==> src/rtl/branch_predict_unit.sv <==
// branch_predict_unit
//   Branch target buffer with 2-bit saturating predictors. Fetch looks up the
//   BTB combinationally to produce a predicted next PC. Resolve (from EX)
//   computes the real next PC, flags mispredicts with a registered one-cycle
//   redirect, counts them, and trains the BTB. PCs are word addresses.
//
// Ports
//   clk            : rising-edge clock
//   rst            : asynchronous active-high reset
//   f_pc           : fetch PC
//   f_pred_taken   : predicted taken for f_pc (combinational)
//   f_pred_next    : predicted next PC for f_pc (combinational)
//   r_valid        : resolve strobe, one cycle per branch
//   r_pc           : PC of the resolving branch
//   r_offset       : signed word offset of the branch
//   r_taken        : actual branch outcome
//   r_pred_taken   : prediction carried down the pipe
//   r_pred_next    : predicted next PC carried down the pipe
//   redirect       : registered one-cycle pulse on mispredict
//   redirect_pc    : registered correct next PC of the last resolve
//   mispredict_cnt : saturating mispredict count

module branch_predict_unit #(
    parameter int WIDTH     = 32,
    parameter int BTB_DEPTH = 16,
    parameter int CNT_W     = 16
) (
    input  logic             clk,
    input  logic             rst,
    input  logic [WIDTH-1:0] f_pc,
    output logic             f_pred_taken,
    output logic [WIDTH-1:0] f_pred_next,
    input  logic             r_valid,
    input  logic [WIDTH-1:0] r_pc,
    input  logic [WIDTH-1:0] r_offset,
    input  logic             r_taken,
    input  logic             r_pred_taken,
    input  logic [WIDTH-1:0] r_pred_next,
    output logic             redirect,
    output logic [WIDTH-1:0] redirect_pc,
    output logic [CNT_W-1:0] mispredict_cnt
);

    localparam int IDX_W = $clog2(BTB_DEPTH);
    localparam int TAG_W = WIDTH - IDX_W;

    // BTB storage; only valid and ctr need reset, tag/target are don't-care while invalid
    logic             btbValid_q  [BTB_DEPTH];
    logic [1:0]       btbCtr_q    [BTB_DEPTH];
    logic [TAG_W-1:0] btbTag_q    [BTB_DEPTH];
    logic [WIDTH-1:0] btbTarget_q [BTB_DEPTH];

    logic             redirect_q,     redirect_d;
    logic [WIDTH-1:0] redirectPc_q,   redirectPc_d;
    logic [CNT_W-1:0] mispredictCnt_q, mispredictCnt_d;

    // The full next-PC compare already covers direction and target errors,
    // so the carried taken bit is not needed to detect a mispredict
    logic unusedPredTaken;
    assign unusedPredTaken = r_pred_taken;

    // Fetch-side lookup sees the pre-update table contents
    logic [IDX_W-1:0] fIdx;
    logic [TAG_W-1:0] fTag;
    logic             fHit;

    assign fIdx         = f_pc[IDX_W-1:0];
    assign fTag         = f_pc[WIDTH-1:IDX_W];
    assign fHit         = btbValid_q[fIdx] && (btbTag_q[fIdx] == fTag);
    assign f_pred_taken = fHit && btbCtr_q[fIdx][1];
    assign f_pred_next  = f_pred_taken ? btbTarget_q[fIdx] : f_pc + WIDTH'(1);

    // Resolve-side: actual next PC, mispredict detection and BTB write data
    logic [IDX_W-1:0] rIdx;
    logic [TAG_W-1:0] rTag;
    logic             rHit;
    logic [WIDTH-1:0] rSeq;
    logic [WIDTH-1:0] rTgt;
    logic [WIDTH-1:0] rActual;
    logic             rMispredict;
    logic             wrEn;
    logic [1:0]       wrCtr;
    logic [WIDTH-1:0] wrTarget;

    assign rIdx = r_pc[IDX_W-1:0];
    assign rTag = r_pc[WIDTH-1:IDX_W];
    assign rHit = btbValid_q[rIdx] && (btbTag_q[rIdx] == rTag);

    always_comb begin
        rSeq            = r_pc + WIDTH'(1);
        rTgt            = rSeq + r_offset;
        rActual         = r_taken ? rTgt : rSeq;
        rMispredict     = (r_pred_next != rActual);
        redirect_d      = 1'b0;
        redirectPc_d    = redirectPc_q;
        mispredictCnt_d = mispredictCnt_q;
        wrEn            = 1'b0;
        wrCtr           = btbCtr_q[rIdx];
        wrTarget        = btbTarget_q[rIdx];
        if (r_valid) begin
            redirect_d   = rMispredict;
            redirectPc_d = rActual;
            if (rMispredict && (mispredictCnt_q != {CNT_W{1'b1}}))
                mispredictCnt_d = mispredictCnt_q + CNT_W'(1);
            // Hits always train; a miss allocates only when taken
            if (rHit) begin
                wrEn = 1'b1;
                if (r_taken) begin
                    wrCtr    = (btbCtr_q[rIdx] == 2'b11) ? 2'b11 : btbCtr_q[rIdx] + 2'b01;
                    wrTarget = rTgt;
                end else begin
                    wrCtr    = (btbCtr_q[rIdx] == 2'b00) ? 2'b00 : btbCtr_q[rIdx] - 2'b01;
                end
            end else if (r_taken) begin
                wrEn     = 1'b1;
                wrCtr    = 2'b10;
                wrTarget = rTgt;
            end
        end
    end

    // Reset-cleared state: entry valid/ctr and the redirect/counter outputs
    always_ff @(posedge clk or posedge rst) begin
        if (rst) begin
            for (int i = 0; i < BTB_DEPTH; i++) begin
                btbValid_q[i] <= 1'b0;
                btbCtr_q[i]   <= 2'b00;
            end
            redirect_q      <= 1'b0;
            redirectPc_q    <= '0;
            mispredictCnt_q <= '0;
        end else begin
            if (wrEn) begin
                btbValid_q[rIdx] <= 1'b1;
                btbCtr_q[rIdx]   <= wrCtr;
            end
            redirect_q      <= redirect_d;
            redirectPc_q    <= redirectPc_d;
            mispredictCnt_q <= mispredictCnt_d;
        end
    end

    // Tag/target payload without reset; blocked while reset is held
    always_ff @(posedge clk) begin
        if (wrEn && !rst) begin
            btbTag_q[rIdx]    <= rTag;
            btbTarget_q[rIdx] <= wrTarget;
        end
    end

    assign redirect       = redirect_q;
    assign redirect_pc    = redirectPc_q;
    assign mispredict_cnt = mispredictCnt_q;

endmodule

==> config.mk <==
export PLATFORM = sky130hd
export DESIGN_NAME = branch_predict_unit
export DESIGN_NICKNAME = d
export VERILOG_FILES = /design/src/rtl/branch_predict_unit.sv
export SDC_FILE = /design/constraint.sdc
export NUM_CORES = 2
export LEC_CHECK = 0
export ABC_CLOCK_PERIOD_IN_PS = 15980
export CAP_MARGIN = 10
export CORE_MARGIN = 5
export CORE_UTILIZATION = 60
export CTS_CLUSTER_SIZE = 30
export DETAILED_ROUTE_END_ITERATION = 7
export MAX_ROUTING_LAYER = met4
export PLACE_DENSITY = 0.83
export SYNTH_ARGS = -nofsm -noshare
export SYNTH_HDL_FRONTEND = slang
export SYNTH_SLANG_ARGS = --single-unit
==> constraint.sdc <==
create_clock -name clk -period 15.98 [get_ports clk]
set_clock_uncertainty 0.05 [all_clocks]
set_input_delay 4.794 -clock clk [delete_from_list [all_inputs] [get_ports clk]]
set_output_delay 4.794 -clock clk [all_outputs]
set_load 0.005 [all_outputs]
After elaboration in Yosys (flattened, before gate mapping). Memory sizes are Yosys's and may differ from the RTL's. Cells that the tools add are included.

Bits in registers: 97. Memory bits (writable): 960. Input bits: 133. Output and inout port bits: 82. Word-level logic and storage cells: 99. Memories kept: 2.

Add/sub/neg operators: 6. Order comparisons: 3. Eq/ne operators: 7. Muxes and demuxes: 33. Bitwise logic cells: 3. Reduce and logical (&&, ||, !) cells: 10.

Memory list: btbTarget_q (words 16, bits a word 32, read ports 1, clocked after memory_dff 0, write ports 1, line 51) `logic [WIDTH-1:0] btbTarget_q [BTB_DEPTH];`; btbTag_q (words 16, bits a word 28, read ports 2, clocked after memory_dff 0, write ports 1, line 50) `logic [TAG_W-1:0] btbTag_q [BTB_DEPTH];`.

Operator list (count): 2-to-1 mux 32 bit (4); adder 32 x 1 -> 32 bit (second input constant) (2); == test 28 bit (2); adder 32 bit (1); bitwise mux 32 bit (1); inequality test 32 bit (1); 2-to-1 mux 2 bit (11); adder 16 x 1 -> 16 bit (second input constant) (1); binary-select mux 2 bit (select 4 bit) (2); inequality test 16 bit (second input constant) (1); OR 16 bit (1); 2-to-1 mux 1 bit (11); greater-or-equal comparator 5 bit (second input constant) (2); NOT 4 -> 5 bit (2); binary-select mux 1 bit (select 4 bit) (2); demux 2 bit (select 4 bit) (1); logical AND 1 bit (6); < comparator 5 x 1 -> 1 bit (second input constant) (1); demux 1 bit (select 4 bit) (1); AND reduction 3 bit (1); adder 2 x 1 -> 2 bit (second input constant) (1); == test 2 bit (second input constant) (1); logical NOT 2 bit (1); inequality test 2 bit (second input constant) (1); other kinds (4) (4).

Longest topological paths before layout.
Word-level depth: 11. Mapped depth: 23. Mapped depth without buffers: 19.

Least setup slack after synthesis. OpenSTA, ideal clock, no wires.

Path type: input -> output. Start point: input port f_pc[0]. End point: output port f_pred_next[0]. Data arrival time: 8052 ps. Required time: 11136 ps. Setup slack: 3084 ps. Stages on the path: 10. Path buffers: 6. Path through: clkbuf_1 buf_2 clkbuf_1 clkbuf_1 clkbuf_1 buf_1 mux4_2 mux4_2 nor2_1 a21oi_1.

Cells in the longest elaborated chain, start to end: 7. Elaborated cells between the ends (all ways): 14. Classes of those cells: 1 x add/sub; 1 x eq/ne; 7 x mux; 1 x bitwise; 2 x reduce/logical; 2 x memory.

Ends and longest elaborated chain: start, declared (line 30) `input logic [WIDTH-1:0] f_pc,`; branches (longest 6 deep; another with memory read (16 x 28 bit)); 2-to-1 mux 32 bit (*) (line 71) `assign f_pred_next = f_pred_taken ? btbTarget_q[fIdx] : f_pc + WIDTH'(1);`; end, declared (line 32) `output logic [WIDTH-1:0] f_pred_next,`.

Every way passes the cells marked *. The select of a mux whose other input is x is not followed.

Final worst setup path.
Start point: input port f_pc[0]. End point: output port f_pred_next[4].

Same word-level chain as after synthesis.

==> metrics.md <==
| Metric | Value |
|---|---|
| Area grow syn2layout | 14.6% |
| Width of the die | 297 um |
| Filler instances | 5012 |
| Largest net degree at the start of global routing | 119 |
| Hold-fix buffers at CTS | 0 |
| Max Cap Violations | 0 |
| Num CTS Buffers | 103 |
| Peak supply drop | 0.0962 mV |
| Core Area | 81800 um^2 |
| FF-to-FF setup slack | 11.05 ns |
| Final hold violation count | 0 |
| Routed vias | 30.2k |
| PD cells | 115 nW/um^2 |
| Worst Hold Class | reg2reg |
| Top-area cell type share of the netlist area | around three fifths |
| Top cell type by total area after synthesis | edfxtp_1 |
| Register area | 31300 um^2 |
| Post-Route WL | 149000 um |
| Worst-Margin Slew | 1.33 ns |
| Vias in the first global route | 31.0k |
| Status | finished clean |
| Net count after synthesis | around 3.0k |
| Initial Util | 60.4% |
| Fmax | 70.5 MHz |
| Warnings, synthesis | 0 |
| CTS tree | built |
| Dpl hpwl | 91800 um |
| Syn Inst Count | 2793 |
| Post-layout nets | 3199 |
| CTS HTree Levels | 3 |
| Clk pin slew, worst setup/hold paths | 0.06 ns |
| Worst-Skew Late Latency | 0.68 ns |
| Most frequent cell after synthesis | edfxtp_1 |
| Clk root buf | clkbuf_16 |
| Register bit total from synthesis | between 1k and 1.5k |
| Design area | between 50000 and 60000 um^2 |
| Final worst path period share | between 80% and 90% |
| # DRC | 0 |
| Vias per cell | 7.20 |
| CP endpoint kind | primary output |
| Routability cong. | 0.976 |
| Clock Sinks | 1057 |
| Area of the multi-input gates | approximately 18000 um^2 |
| Peak fanout along the critical path | 63 |
| Post-synth EDFFs | 960 |
| Cell row count | 105 |
| Gr ovfl total | 0 |
| Layout cells sized above 1 | 26.4% |
| Synth cell types | between 80 and 90 |
| First-pass iteration count of the detailed router | 7 |
| Slew Limit Headroom | between 10 and 15% |
| Initial antenna violation count | 8 |
| Share of flip-flops with an asynchronous set or reset | 9.18% |
| First-pass GRT wire length | 215000 um |
| Post-synthesis instance area | ~50000 um^2 |
| Worst setup SP type | primary input |
| Critical path class | in2out |
| Top-Level Pins | 215 |
| Synth Area per Inst | between 15 and 20 um^2 |
| IO buf count | 213 |
| Routed WL per cell | 35.6 um |
| Sequential area share after synthesis | between 60% and 70% |
| Leak | 18.4 nW |
| WP data required | 11.14 ns |
| Worst EP arrival | 9.35 ns |
| Detail Route Antenna Nets | 0 |
| RSZ-0062 raised after global routing | false |
| Die area | 88200 um^2 |
| Tmin final | between 10 and 15 ns |
| Longest Clk Path Bufs | 3 |
| Final setup fails | 0 |
| Area post-placement | 53100 um^2 |
| TNS Setup | 0 ns |
| Slew Viols, Final | 0 |
| Resized cells post-CTS | 0 |
| Top FF cell, synth | edfxtp_1 |
| Gr usage total | 34.7% |
| Initial DRC count | between 4k and 5k |
| Post-CTS setup buffer count | 0 |
| Top cells by count, synth | edfxtp_1, mux4_2, nor2_1 |
| Die H | ~300 um |
| Largest cells by area after synthesis | edfxtp_1, mux4_2, dfrtp_1 |
## power by group
group	internal, W	switching [W]
Clock	0.00144	0.00107
Combinational	0.000337	0.000485
Sequential	0.00315	0.0000419
## cell usage in the layout, fill, tap and decap left out, types with 9 or more instances in the layout
| cell | n |
|---|---|
| edfxtp_1 | 960 |
| nor3_2 | 13 |
| a21oi_1 | 91 |
| nand2b_1 | 9 |
| a21o_1 | 12 |
| mux4_2 | 454 |
| buf_4 | 86 |
| and2_1 | 12 |
| xnor2_1 | 121 |
| nand2_1 | 121 |
| ha_1 | 39 |
| o211ai_1 | 13 |
| nor2b_1 | 11 |
| nor3_1 | 18 |
| clkdlybuf4s50_1 | 203 |
| nand4_1 | 48 |
| clkinv_2 | 19 |
| dfrtp_1 | 97 |
| xor2_1 | 47 |
| or2_2 | 21 |
| a211oi_1 | 14 |
| mux2i_1 | 17 |
| o21ai_0 | 48 |
| inv_1 | 30 |
| clkbuf_1 | 21 |
| nor2_1 | 123 |
| a31oi_1 | 11 |
| nand3_1 | 67 |
| clkinv_1 | 18 |
| and3_1 | 22 |
| mux2_2 | 47 |
| nor2_4 | 19 |
| or3_1 | 15 |
| clkbuf_16 | 103 |
| bufinv_16 | 14 |
## layout make-up
cell class                 count  share of cell area, %
timing repair buffer         298                   4.97
sequential                  1057                   55.2
clock inverter                67                   1.38
multi-input combinational   1534                   31.1
inverter                      32                  0.217
tap                         1070                   2.36
clock buffer                 127                   4.76
antenna                        8                 0.0354
## final timing paths
path                                 start               to  depth (start not counted)
min reg2reg                  btbValid_q[1]    btbValid_q[1]                          1
min in group asynchronous              rst   redirect_pc[0]                          3
max                                f_pc[0]   f_pred_next[4]                         11
max reg2reg                btbTag_q[13][8]   btbTag_q[0][9]                         10
min                          btbValid_q[1]    btbValid_q[1]                          1
max in group asynchronous              rst  redirect_pc[13]                          4
## worst max-delay path: stages
cell	delay [ns]
buf_8	0.51
buf_4	0.51
mux4_2	0.58
mux4_2	0.57
xnor2_1	0.24
nand4_1	0.14
nor4b_1	0.33
nand3_2	0.15
buf_4	0.35
a21oi_1	0.48
clkdlybuf4s50_1	0.61
## logic make-up (layout without fill, tap and decap cells)
| family | Yosys count | in the layout | share of synthesized area [%] |
|---|---|---|---|
| AOI/OAI and AO/OA | 261 | 261 | 3.41 |
| xor gates and xnor gates | 171 | 171 | 3.06 |
| adders and majority gates | 41 | 41 | 1.05 |
| buffers and inverters | 202 | 524 | 1.63 |
| DFF | 1057 | 1057 | 63.2 |
| muxes | 520 | 520 | 22.1 |
| other | 0 | 8 | 0 |
| and+or+nand+nor | 541 | 541 | 5.47 |
## per-stage QoR
| step | worst slack [ns] | util (%) | total power, W | cells | hold slack (ns) |
|---|---|---|---|---|---|
| final | 1.79 | 69.2 | 0.00652 | 4193 | 0.445 |
| after global routing | 1.48 | 69.2 | 0.00670 | 4192 | 0.460 |
| after CTS | 1.86 | 69.1 | 0.00651 | 4178 | 0.440 |
| after detailed placement | 1.91 | 64.8 | 0.00404 | 3984 | 0.425 |
| after global placement | 1.96 | 64.8 | 0.00401 | 3984 | 0.422 |
| after floorplan | 3.08 | - | 0.00370 | 2793 | 0.407 |
## per-layer routing
metal	up-vias	wire (um)	GRT usage (%)
li1	11900	-	-
met1	15300	49300	43.3
met2	2410	71300	53.4
met3	523	20100	10.0
met4	0	8540	16.2
met5	-	0	-
## state kept, by name (all words and copies together) (netlist names)
name / cells
btbTarget_q: 512
btbTag_q: 448
btbCtr_q: 32
redirect_pc: 32
btbValid_q: 16
mispredict_cnt: 16
redirect: 1
Power figures use the tool's default switching activity.
